===== src/rtl/ecc_trace_player.sv =====
// Trace replayer: DEPTH x WIDTH stimulus memory streamed over valid/ready, one-shot or looping.
// Optional beat corruption is compiled in with the TRACE_ERR_INJECT_EN macro.
module ecc_trace_player #(
  parameter int WIDTH = 32,
  parameter int DEPTH = 16,
  parameter int IDX_W = $clog2(DEPTH),
  parameter int CNT_W = 32
) (
  input  logic             clock,
  input  logic             reset_n,
  input  logic             wr_en,
  input  logic [IDX_W-1:0] wr_addr,
  input  logic [WIDTH-1:0] wr_data,
  input  logic             start,
  input  logic             stop,
  input  logic             loop,
  input  logic [IDX_W:0]   len,
  output logic             stim_valid,
  input  logic             stim_ready,
  output logic [WIDTH-1:0] stim_data,
  output logic [IDX_W-1:0] stim_idx,
  output logic             busy,
  output logic             done,
  output logic [15:0]      wraps,
  output logic [CNT_W-1:0] cycles,
  input  logic             inj_arm,
  input  logic [IDX_W-1:0] inj_step,
  input  logic [WIDTH-1:0] inj_mask,
  output logic             inj_fired
);

  typedef enum logic [1:0] {
    S_IDLE = 2'd0,
    S_RUN  = 2'd1,
    S_DONE = 2'd2
  } state_t;

  localparam logic [IDX_W:0] DEPTH_L = (IDX_W+1)'(DEPTH);
  localparam logic [IDX_W:0] ONE_L   = (IDX_W+1)'(1);

  logic [WIDTH-1:0] r_mem [DEPTH];
  state_t           r_state;
  logic [IDX_W:0]   r_len;
  logic             r_loop;
  logic [IDX_W-1:0] r_idx;
  logic             r_valid;
  logic             r_busy;
  logic             r_done;
  logic [15:0]      r_wraps;
  logic [CNT_W-1:0] r_cycles;
  logic             r_inj_done;
  logic             r_inj_fired;

  logic [IDX_W:0]   w_len_clamp;
  logic             w_last;
  logic             w_accept;
  logic             w_wr_ok;
  logic             w_inj;
  logic [WIDTH-1:0] w_rd;

  assign w_len_clamp = (len > DEPTH_L) ? DEPTH_L : len;
  assign w_last      = ({1'b0, r_idx} == (r_len - ONE_L));
  assign w_accept    = r_valid && stim_ready;
  assign w_wr_ok     = wr_en && (r_state != S_RUN) && ({1'b0, wr_addr} < DEPTH_L);
  assign w_rd        = r_mem[r_idx];

`ifdef TRACE_ERR_INJECT_EN
  // Corruption applies until the first acceptance of the targeted beat after start.
  assign w_inj = r_valid && inj_arm && !r_inj_done && (r_idx == inj_step);
`else
  logic w_unused_inj;
  assign w_unused_inj = inj_arm ^ (^inj_step) ^ (^inj_mask);
  assign w_inj        = 1'b0;
`endif

  assign stim_data  = r_valid ? (w_rd ^ (w_inj ? inj_mask : {WIDTH{1'b0}})) : {WIDTH{1'b0}};
  assign stim_valid = r_valid;
  assign stim_idx   = r_idx;
  assign busy       = r_busy;
  assign done       = r_done;
  assign wraps      = r_wraps;
  assign cycles     = r_cycles;
  assign inj_fired  = r_inj_fired;

  // Trace memory: no reset, writable only outside RUN.
  always_ff @(posedge clock) begin
    if (w_wr_ok) begin
      r_mem[wr_addr] <= wr_data;
    end
  end

  // Replay FSM with stop > start > handshake priority.
  always_ff @(posedge clock or negedge reset_n) begin
    if (!reset_n) begin
      r_state     <= S_IDLE;
      r_len       <= {(IDX_W+1){1'b0}};
      r_loop      <= 1'b0;
      r_idx       <= {IDX_W{1'b0}};
      r_valid     <= 1'b0;
      r_busy      <= 1'b0;
      r_done      <= 1'b0;
      r_wraps     <= 16'd0;
      r_cycles    <= {CNT_W{1'b0}};
      r_inj_done  <= 1'b0;
      r_inj_fired <= 1'b0;
    end else begin
      r_inj_fired <= 1'b0;
      if (stop) begin
        r_state <= S_IDLE;
        r_valid <= 1'b0;
        r_busy  <= 1'b0;
        r_done  <= 1'b0;
      end else if (start && (r_state != S_RUN)) begin
        r_len      <= w_len_clamp;
        r_loop     <= loop;
        r_idx      <= {IDX_W{1'b0}};
        r_cycles   <= {CNT_W{1'b0}};
        r_wraps    <= 16'd0;
        r_inj_done <= 1'b0;
        if (w_len_clamp == {(IDX_W+1){1'b0}}) begin
          r_state <= S_DONE;
          r_valid <= 1'b0;
          r_busy  <= 1'b0;
          r_done  <= 1'b1;
        end else begin
          r_state <= S_RUN;
          r_valid <= 1'b1;
          r_busy  <= 1'b1;
          r_done  <= 1'b0;
        end
      end else if (r_state == S_RUN) begin
        if (r_cycles != {CNT_W{1'b1}}) begin
          r_cycles <= r_cycles + {{(CNT_W-1){1'b0}}, 1'b1};
        end
        if (w_accept) begin
          if (w_inj) begin
            r_inj_done  <= 1'b1;
            r_inj_fired <= 1'b1;
          end
          if (!w_last) begin
            r_idx <= r_idx + {{(IDX_W-1){1'b0}}, 1'b1};
          end else if (r_loop) begin
            r_idx <= {IDX_W{1'b0}};
            if (r_wraps != 16'hFFFF) begin
              r_wraps <= r_wraps + 16'd1;
            end
          end else begin
            r_state <= S_DONE;
            r_valid <= 1'b0;
            r_busy  <= 1'b0;
            r_done  <= 1'b1;
          end
        end
      end
    end
  end

endmodule

===== config.mk =====
export PLATFORM = sky130hd
export DESIGN_NAME = ecc_trace_player
export DESIGN_NICKNAME = d
export VERILOG_FILES = /design/src/rtl/ecc_trace_player.sv
export SDC_FILE = /design/constraint.sdc
export NUM_CORES = 1
export LEC_CHECK = 0
export BUFFER_PORTS_ARGS = -buffer_cell sky130_fd_sc_hd__clkbuf_2
export CELL_PAD_IN_SITES_DETAIL_PLACEMENT = 1
export CELL_PAD_IN_SITES_GLOBAL_PLACEMENT = 1
export CORE_AREA = 2 2 213 215
export DETAILED_ROUTE_END_ITERATION = 8
export DIE_AREA = 0 0 215 217
export HOLD_SLACK_MARGIN = 0.06
export PLACE_DENSITY_LB_ADDON = 0.1
export SYNTH_ARGS = -nofsm -noshare
export SYNTH_HDL_FRONTEND = slang
export SYNTH_SLANG_ARGS = --single-unit

===== constraint.sdc =====
create_clock -name clock -period 5.7 [get_ports clock]
set_clock_uncertainty 0.2 [all_clocks]
set_input_delay 0 -clock clock [delete_from_list [all_inputs] [get_ports clock]]
set_output_delay 0 -clock clock [all_outputs]
set_load 0.01 [all_outputs]

==> results of run 1 <==
-- flip-flops by register name, summed over array words and instances, names as in the netlist --
signal,cells
cycles,32
r_state,1
r_len,5
r_mem,512
wraps,16
done,1
stim_idx,4
r_loop,1
-- final timing paths --
| path | slack, ns | startpoint | endpoint |
|---|---|---|---|
| min in group asynchronous | 0.45 | reset_n | wraps[9] |
| max in group asynchronous | 4.24 | reset_n | stim_idx[0] |
| max reg2reg | 1.27 | r_state[0] | r_len[1] |
| min | 0.12 | wr_data[10] | r_mem[6][10] |
| max | 1.27 | r_state[0] | r_len[1] |
| min reg2reg | 0.33 | wraps[13] | wraps[13] |
-- final cells by class --
class	count	area [µm²]	area share, %
Sequential cell	572	16900	62.6
Multi-Input combinational cell	504	5780	21.4
Timing Repair Buffer	231	1580	5.87
Clock buffer	73	1550	5.74
Tap cell	600	751	2.78
Clock inverter	34	392	1.45
Inverter	7	26.3	0.0974
-- cell families (layout without fill, tap and decap cells) --
| logic type | Yosys count | count (layout) | synth area share (%) |
|---|---|---|---|
| flip-flops | 572 | 572 | 74.0 |
| AND/OR/NAND/NOR | 243 | 243 | 5.68 |
| multiplexers | 161 | 161 | 15.9 |
| AO/OA/AOI/OAI | 63 | 63 | 1.84 |
| buffers and inverters | 61 | 345 | 1.16 |
| XOR/XNOR | 32 | 32 | 1.23 |
| adder cells (fa/ha/maj) | 4 | 4 | 0.219 |
| other | 1 | 1 | 0.0164 |
-- power by group through the flow --
stage	combinational (mW)	sequential (mW)	clock, mW
CTS	1.78	4.83	3.97
detailed placement	1.73	4.92	0
global placement	1.70	4.92	0
floorplan	1.35	4.78	0
finish	1.74	4.83	3.89
global route	1.88	4.85	4.10
-- placed cells by master (no fill, tap or decap), types with 4 or more instances in the layout --
cell type / count
a21oi_1: 16
and2_1: 33
and3_1: 8
and4_1: 6
buf_4: 27
bufinv_16: 8
clkbuf_1: 12
clkbuf_16: 59
clkbuf_2: 134
clkinv_1: 11
clkinv_2: 7
clkinvlp_4: 5
dfrtp_1: 56
dlygate4sd3_1: 69
edfxtp_1: 512
ha_1: 4
inv_1: 5
mux4_2: 160
nand2_1: 36
nand2b_1: 7
nand3_1: 23
nand4_1: 15
nor2_1: 42
nor2_4: 13
nor3_1: 15
nor3_2: 5
nor4_1: 7
o21ai_0: 21
o31ai_1: 4
or3_1: 13
or4_1: 5
xnor2_1: 22
xor2_1: 10
-- repair_timing --
action,CTS,global route
hold buffers,69,0
endpoints found under the setup margin,0,0
endpoints found under the hold margin,838,0
-- layer usage --
layer | track usage (%) | vias up
met4 | 6.99 | 0
met5 | 0 | -
met1 | 33.0 | 6336
met2 | 39.2 | 369
met3 | 3.61 | 87
li1 | - | 5151
-- critical path: cells and delay by family, from the launching register on --
| kind | cells | cell delay (ns) |
|---|---|---|
| and+or+nand+nor | 4 | 2.08 |
| buffers and inverters | 2 | 1.20 |
| DFF | 1 | 0.79 |
| AOI/OAI and AO/OA | 1 | 0.07 |
-- through the flow --
stage                     hold WS [ns]  power, mW  worst slack (ns)  area (µm²)  util [%]
after CTS                       0.0867       10.6              1.34       27000      60.3
after floorplan                 -0.496       6.12              1.69       22800         -
after global routing             0.151       10.8              1.06       27000      60.3
after detailed placement        0.0286       6.65              1.89       24300      54.5
final                            0.115       10.5              1.27       27000      60.3
after global placement          0.0260       6.61              1.99       24300      54.5
==> summary.md, run 1 <==
| Metric | Value |
|---|---|
| Status | finished clean |
| First-pass GRT wire length | 81500 µm |
| CTS Sinks | 572 |
| Post-DP HPWL | 29300 µm |
| Router iterations before antenna repair | 5 |
| Hold path depth | 2 |
| Final Critical Period | 4.43 ns |
| Met3 wire length | 2850 µm |
| Setup_tns | 0 ns |
| Clock power share | 37.2% |
| I/O Pins | 173 |
| Clock tree buffer depth | 3 |
| Post-CTS Setup Repair Bufs | 0 |
| Combinational power share | 16.6% |
| Fmax | 226 MHz |
| Synth top cells by count | edfxtp_1 (512), mux4_2 (160), dfrtp_1 (60), nor2_1 (55), nand2_1 (36) |
| Synthesis-to-layout area growth | 18.3% |
| Antenna cells | 0 |
| Cell taking the most area after synthesis | edfxtp_1 |
| Max Cap Violations | 0 |
| Startpoint type of the worst setup path | register |
| Grt ovf | 0 |
| Non-filler instance count after layout | 2021 |
| Net Switching | 2.56 mW |
| Post-Syn Instances | 1137 |
| Later-pin clock latency in the skew report | 0.61 ns |
| Arr. time, crit path | 4.78 ns |
| Vias per inst | 5.91 |
| Placer Congestion | 0.763 |
| Post-Syn Nets | 1226 |
| Crit path largest cell delay | 1.00 ns |
| Worst rel slew slack | 18.7% |
| Die height | 217 µm |
| CP cell instances | nand2b_1 > nand2_1 > nor2_4 > nand3b_1 > dlygate4sd3_1 > o21ai_0 > dlygate4sd3_1 |
| Sw Ratio | 24.5% |
| Maximum VDD drop | 0.000302 V |
| Uppermost metal layer occupied by signal nets | met4 |
| Via count | 11900 |
| Placeable Area | 0.0447 mm² |
| Power per cell area | 388 mW/mm² |
| Met1 Wirelength | 22800 µm |
| TritonCTS clock tree | yes |
| Critical Path RT | 6.05 ns |
| Crit share post-route | 77.7% |
| Post-CTS resize count | 0 |
| Unique masters post-synth | 58 |
| Critical path endpoint category | register |
| Setup CP Type | register to register |
| Starting density of the core | 51.0% |
| Share of the synthesized area in the top cell type | 67.4% |
| Worst Tran Pin Value | 1.22 ns |
| Die X | 215 µm |
| Internal Power | 7.90 mW |
| EDFF count, synth | 512 |
| Clock transition at the registers of the reported paths | 0.06 ns |
| Endpoints failing hold | 0 |
| Most frequent cell after synthesis | edfxtp_1 |
| H-tree depth | 2 |
| Top_reg_cell synth | edfxtp_1 |
| WL met2 | 26700 µm |
| Sequential-to-total area share from yosys stat | 74.0% |
| WL per Instance | 26.5 µm |
| # rows | 78 |
| Final-report max-slew violation count | 0 |
| Synth top area cells | edfxtp_1 (67%), mux4_2 (16%), dfrtp_1 (6.6%), and2_1 (0.91%), nor2_1 (0.91%) |
| Dpl cells | 1845 |
| Post-route DRC violation count | 0 |
| Synthesis Warnings | 0 |
| Top cell by count, worst path | dlygate4sd3_1 |
| CP max stage cell | nor2_4 |
| P_leak | 9.00 nW |
| Tightest Hold Check Type | primary input to register |
| DRT Wirelength | 53500 µm |
| Sequential power share | 46.2% |
| Share of cells above drive strength 1 | 31.0% |
| Initial antenna violation count | 0 |
| Largest net degree at the start of global routing | 61 |
| Vias in the first global route | 12900 |
| DRT iter0 DRCs | 1036 |
| Final #Nets | 1464 |
| Inserted Clock Buffers | 59 |
| PortBufs | 134 |
| Final antenna-violating net count | 0 |
| Post-synthesis register bit count | 572 |
| Synthesized area per cell | 20.1 µm² |
| Root Driver | clkbuf_16 |
| Final setup violation count | 0 |
| RSZ-0062 raised after global routing | no |
| Overall Global Routing Usage | 23.7% |
| Mapped Area | 0.0228 mm² |
| Fillcell total | 3884 |
| Die area | 0.0467 mm² |
| CP max FO | 48 |
| R2R cell count | 7 |
| FFs w/ async S/R, synth | 10.5% |
(Power assumes the default switching activity.)
==> inputs of run 2 (changes only) <==
clock period = 4.4 ns   (was 5.7 ns; I/O delays follow)
==> summary.md, run 2 (synthesis gave the netlist of run 1 again) <==
| Metric | Value |
|---|---|
| Status | finished clean (unchanged) |
| Post-DP HPWL | 28600 µm (was 29300 µm) |
| Worst Tran Pin Value | 0.998 ns (was 1.22 ns) |
| Vias in the first global route | 12800 (was 12900) |
| Worst r2r src | done (was r_state[0]) |
| Final setup violation count | 0 (unchanged) |
| Clock tree buffer depth | 3 (unchanged) |
| Post-route DRC violation count | 0 (unchanged) |
| Crit share post-route | 81.3% |
| P_leak | 8.99 nW (was 9.00 nW) |
| Critical path endpoint category | output pin (was register) |
| Setup WS post-layout | 0.825 ns (was 1.27 ns) |
| Most common cell after layout, fill and taps aside | edfxtp_1 (unchanged) |
| Arr. time, crit path | 3.38 ns (was 4.78 ns) |
| Final antenna-violating net count | 0 (unchanged) |
| Share of cells above drive strength 1 | 31.3% (was 31.0%) |
| DRT iter0 DRCs | 1008 (was 1036) |
| Vias per inst | 5.86 (was 5.91) |
| CP max FO | 48 (unchanged) |
| H-tree depth | 2 (unchanged) |
| Grt ovf | 0 (unchanged) |
| Antenna cells | 0 (unchanged) |
| Router iterations before antenna repair | 5 (unchanged) |
| Inserted Clock Buffers | 58 (was 59) |
| Endpoints failing hold | 0 (unchanged) |
| Placer Congestion | 0.792 (was 0.763) |
| # rows | 78 (unchanged) |
| Largest net degree at the start of global routing | 133 (was 61) |
| Overall Global Routing Usage | 23.5% (was 23.7%) |
| Clock transition at the registers of the reported paths | 0.06 ns (about the same) |
| Commonest non-fill, non-tap cells in the layout | edfxtp_1 (512), mux4_2 (160), clkbuf_2 (134) (unchanged) |
| Setup_tns | 0 ns (unchanged) |
| Setup crit end | stim_data[25] (was r_len[1]) |
| Max FFs per register | 512 (unchanged) |
| Worst rel slew slack | 33.3% (was 18.7%) |
| TritonCTS clock tree | yes (unchanged) |
| Tightest Hold Check Type | primary input to register (unchanged) |
| Placeable Area | 0.0447 mm² (unchanged) |
| Worst r2r dst | r_len[1] (unchanged) |
| Worst slack at placement | 1.15 ns (was 1.89 ns) |
| PortBufs | 134 (unchanged) |
| Die height | 217 µm (unchanged) |
| Startpoint type of the worst setup path | register (unchanged) |
| First-pass GRT wire length | 81400 µm (was 81500 µm) |
| WL per Instance | 26.2 µm (was 26.5 µm) |
| Root Driver | clkbuf_16 (unchanged) |
| Via count | 11900 (about the same) |
| Biggest register | r_mem (unchanged) |
| Final Critical Period | 3.58 ns |
| Starting density of the core | 51.0% (unchanged) |
| Post-CTS resize count | 0 (unchanged) |
| I/O Pins | 173 (unchanged) |
| RSZ-0062 raised after global routing | no (unchanged) |
| Power per cell area | 488 mW/mm² (was 388 mW/mm²) |
| Final #Nets | 1468 (was 1464) |
| Max Cap Violations | 0 (unchanged) |
| Later-pin clock latency in the skew report | 0.60 ns (was 0.61 ns) |
| R2r setup slk | 1.02 ns (was 1.27 ns) |
| DRT Wirelength | 53000 µm (was 53500 µm) |
| Setup CP Type | register to output pin (was register to register) |
| Critical Path RT | 4.20 ns (was 6.05 ns) |
| Fmax | 280 MHz |
| CTS Sinks | 572 (unchanged) |
| CP startpoint | stim_idx[0] (was r_state[0]) |
| Final-report max-slew violation count | 0 (unchanged) |
| Maximum VDD drop | 0.000404 V (was 0.000302 V) |
| R2R cell count | 7 (unchanged) |
| Die area | 0.0467 mm² (unchanged) |
| Die X | 215 µm (unchanged) |
| Synthesis-to-layout area growth | 18.2% (was 18.3%) |
| Initial antenna violation count | 0 (unchanged) |
==> run 2: cell count changes in the layout (fill, tap and decap cells not counted), moves of 2 or more <==
cell,change
clkbuf_1,-5
clkinv_2,+5
clkinv_4,+3
buf_4,-5
buf_12,+8
dlygate4sd3_1,+2
bufinv_16,-6
==> run 2: critical path, stage by stage, from the launching register on <==
cell and delay (ns):
dfrtp_4 0.86, buf_12 0.43, mux4_2 0.58, mux4_2 0.51, and2_1 0.20, clkbuf_2 0.13
==> run 2: area by class of cell <==
class	count	area, µm²
clock buffer	68	1520
clock inverter	36	274
fill	3872	17700
inverter	7	26.3
multi-input combinational	504	5780
sequential	572	16900
tap	600	751
timing repair buffer	236	1730
==> run 2: metal layers <==
metal	global-route usage (%)	routed length, µm	up-vias
li1	-	-	5162
met2	39.8	26600	312
met3	3.84	2520	85
met5	0	0	-
met1	32.4	22800	6303
met4	5.79	995	0
==> run 2: power breakdown <==
group          switching (mW)  total [mW]  internal, mW
Sequential              0.116        6.14          6.02
Clock                    2.03        4.61          2.59
Combinational            1.13        2.40          1.28
==> run 2: worst min-delay path by stage <==
stage,depth (start not counted),from,slack (ns),endpoint
2_1_floorplan,0,reset_n,-0.50,cycles[0]
3_3_place_gp,1,reset_n,0.04,wraps[2]
3_5_place_dp,1,reset_n,0.02,wraps[1]
4_1_cts,2,wr_data[21],0.09,r_mem[3][21]
5_1_grt,2,wr_data[11],0.15,r_mem[9][11]
6_report,2,wr_data[11],0.13,r_mem[9][11]
==> run 2: through the flow <==
step / total power [mW] / area, µm² / cells / utilization [%] / hold slack, ns
global placement: 8.61 / 24400 / 1847 / 54.7 / 0.0408
finish: 13.2 / 27000 / 2023 / 60.3 / 0.127
global route: 13.7 / 27000 / 2023 / 60.3 / 0.147
CTS: 13.3 / 27000 / 2023 / 60.3 / 0.0884
detailed placement: 8.64 / 24400 / 1847 / 54.7 / 0.0232
floorplan: 7.93 / 22800 / 1137 / - / -0.496
==> run 2: repair_timing <==
action / CTS / global route
endpoints found under the setup margin: 0 / 0
buffers inserted: 0 / 0
hold buffers: 72 / 0
hold endpoints to repair: 791 / 0
==> inputs of run 3 (changes only) <==
clock period = 3.6 ns   (was 4.4 ns; I/O delays follow)
==> summary.md, run 3 (synthesis gave the netlist of run 1 again) <==
| Metric | Value |
|---|---|
| Initial antenna violation count | 0 (unchanged) |
| Clock transition at the registers of the reported paths | 0.06 ns (about the same) |
| HP Start | wr_data[11] (unchanged) |
| Arr. time, crit path | 3.18 ns (was 3.38 ns) |
| Inserted Clock Buffers | 59 (was 58) |
| I/O Pins | 173 (unchanged) |
| Post-route DRC violation count | 0 (unchanged) |
| Die height | 217 µm (unchanged) |
| CP cell instances | buf_12 > mux4_2 > mux4_2 > and2_1 > clkbuf_2 (unchanged) |
| Worst rel slew slack | 31.4% (was 33.3%) |
| DRT iter0 DRCs | 976 (was 1008) |
| Synthesis-to-layout area growth | 19.2% (was 18.2%) |
| Share of cells above drive strength 1 | 31.7% (was 31.3%) |
| H-tree depth | 2 (unchanged) |
| TritonCTS clock tree | yes (unchanged) |
| P_leak | 9.12 nW (was 8.99 nW) |
| Worst r2r dst | r_mem[3][6] (was r_len[1]) |
| DRT Wirelength | 53700 µm (was 53000 µm) |
| Final-report max-slew violation count | 0 (unchanged) |
| Die area | 0.0467 mm² (unchanged) |
| Most common cell after layout, fill and taps aside | edfxtp_1 (unchanged) |
| CTS Sinks | 572 (unchanged) |
| Commonest non-fill, non-tap cells in the layout | edfxtp_1 (512), mux4_2 (160), clkbuf_2 (134) (unchanged) |
| Starting density of the core | 51.0% (unchanged) |
| RSZ-0062 raised after global routing | no (unchanged) |
| Power per cell area | 610 mW/mm² (was 488 mW/mm²) |
| Crit path largest cell delay | 0.61 ns (was 0.86 ns) |
| Bufs and invs on worst path | 2 (unchanged) |
| GR Layer Usage met2 | 40.4% (was 39.8%) |
| # rows | 78 (unchanged) |
| Status | finished clean (unchanged) |
| Worst Tran Pin Value | 1.03 ns (was 0.998 ns) |
| CP max stage cell | dfrtp_4 (unchanged) |
| Maximum VDD drop | 0.000594 V (was 0.000404 V) |
| Final setup violation count | 0 (unchanged) |
| Critical Path RT | 3.40 ns (was 4.20 ns) |
| Die X | 215 µm (unchanged) |
| Max Cap Violations | 0 (unchanged) |
| Hold path depth | 2 (unchanged) |
| Crit share post-route | 93.9% |
| Placer Congestion | 0.775 (was 0.792) |
| Tightest Hold Check Type | primary input to register (unchanged) |
| Most Crowded Layer GR | met2 (unchanged) |
| Hold endpoint | r_mem[9][11] (unchanged) |
| Clock tree buffer depth | 3 (unchanged) |
| CP max FO | 57 (was 48) |
| Post-CTS Setup Repair Bufs | 0 (unchanged) |
| Top cell by count, worst path | mux4_2 (unchanged) |
| Setup CP Type | register to output pin (unchanged) |
| Biggest register | r_mem (unchanged) |
| R2r setup slk | 0.31 ns (was 1.02 ns) |
| Critical path endpoint category | output pin (unchanged) |
| Grt ovf | 0 (unchanged) |
| PortBufs | 134 (unchanged) |
| First-pass GRT wire length | 81200 µm (was 81400 µm) |
| Critical path's top delay family | multiplexers (unchanged) |
| Via count | 11900 (about the same) |
| Design area | 0.0272 mm² (was 0.0270 mm²) |
| Setup_tns | 0 ns (unchanged) |
| Vias in the first global route | 12900 (was 12800) |
| WL per Instance | 26.5 µm (was 26.2 µm) |
| Root Driver | clkbuf_16 (unchanged) |
| R2R cell count | 6 (was 7) |
| Endpoints failing hold | 0 (unchanged) |
| Router iterations before antenna repair | 5 (unchanged) |
| Antenna cells | 0 (unchanged) |
| Met3 Use GR | 3.19% (was 3.84%) |
| Final Critical Period | 3.38 ns |
| Post-DP HPWL | 29900 µm (was 28600 µm) |
| Later-pin clock latency in the skew report | 0.61 ns (was 0.60 ns) |
| Final antenna-violating net count | 0 (unchanged) |
| Max FFs per register | 512 (unchanged) |
| Final #Nets | 1473 (was 1468) |
| Placeable Area | 0.0447 mm² (unchanged) |
| Largest net degree at the start of global routing | 133 (unchanged) |
| Startpoint type of the worst setup path | register (unchanged) |
| Met1 Resource Use GR | 32.1% (was 32.4%) |
| Fmax | 296 MHz |
| Overall Global Routing Usage | 23.6% (was 23.5%) |
| DP Area | 0.0246 mm² (was 0.0244 mm²) |
| WP depth | 5 (unchanged) |
| Vias per inst | 5.86 (about the same) |
| Worst r2r src | r_state[0] (was done) |
run 3: repair_timing:
action,CTS,global route
gates resized for setup,0,0
endpoints found under the hold margin,772,0
hold buffers,66,0
run 3: final cells by class:
type	instances	area, µm²
Tap cell	600	751
Clock buffer	71	1540
Fill cell	3850	17500
Inverter	7	26.3
Multi-Input combinational cell	504	5810
Sequential cell	572	16900
Timing Repair Buffer	240	1770
Clock inverter	33	397
run 3: worst max path at each step:
stage / startpoint / to / slack, ns
CTS: stim_idx[0] / stim_data[13] / 0.19
detailed placement: r_state[0] / wraps[10] / 0.65
global route: stim_idx[0] / stim_data[13] / 0.1
floorplan: r_state[0] / r_mem[8][0] / 0.44
global placement: r_state[0] / cycles[31] / 0.72
finish: stim_idx[0] / stim_data[13] / 0.22
run 3: per-layer routing:
metal	vias to the layer above	routed length, µm
met5	-	0
li1	5179	-
met4	0	1180
met3	78	2160
met2	295	27300
met1	6327	23000
run 3: metrics by stage:
stage	utilization (%)	std cells	hold slack, ns	worst slack (ns)	power (mW)
floorplan	-	1137	-0.496	0.444	9.70
global placement	55.0	1857	-0.236	0.716	10.5
detailed placement	55.0	1857	-0.231	0.649	10.6
CTS	60.8	2027	0.0991	0.186	16.8
global route	60.8	2027	0.166	0.0968	17.2
finish	60.8	2027	0.135	0.218	16.6
run 3: worst reg2reg max path, stage by stage, from the launching register on:
cell           delay (ns)
dfrtp_2              0.59
nand2b_1             0.24
buf_4                0.21
nand4_1              0.39
nor3_4               0.22
dlygate4sd3_1        0.63
buf_4                0.43
run 3: power by group:
group          switching, mW  leakage [nW]  internal, mW
logic                   1.41          2.73          1.57
clock network           2.47         0.954          3.67
registers              0.109          5.44          7.36
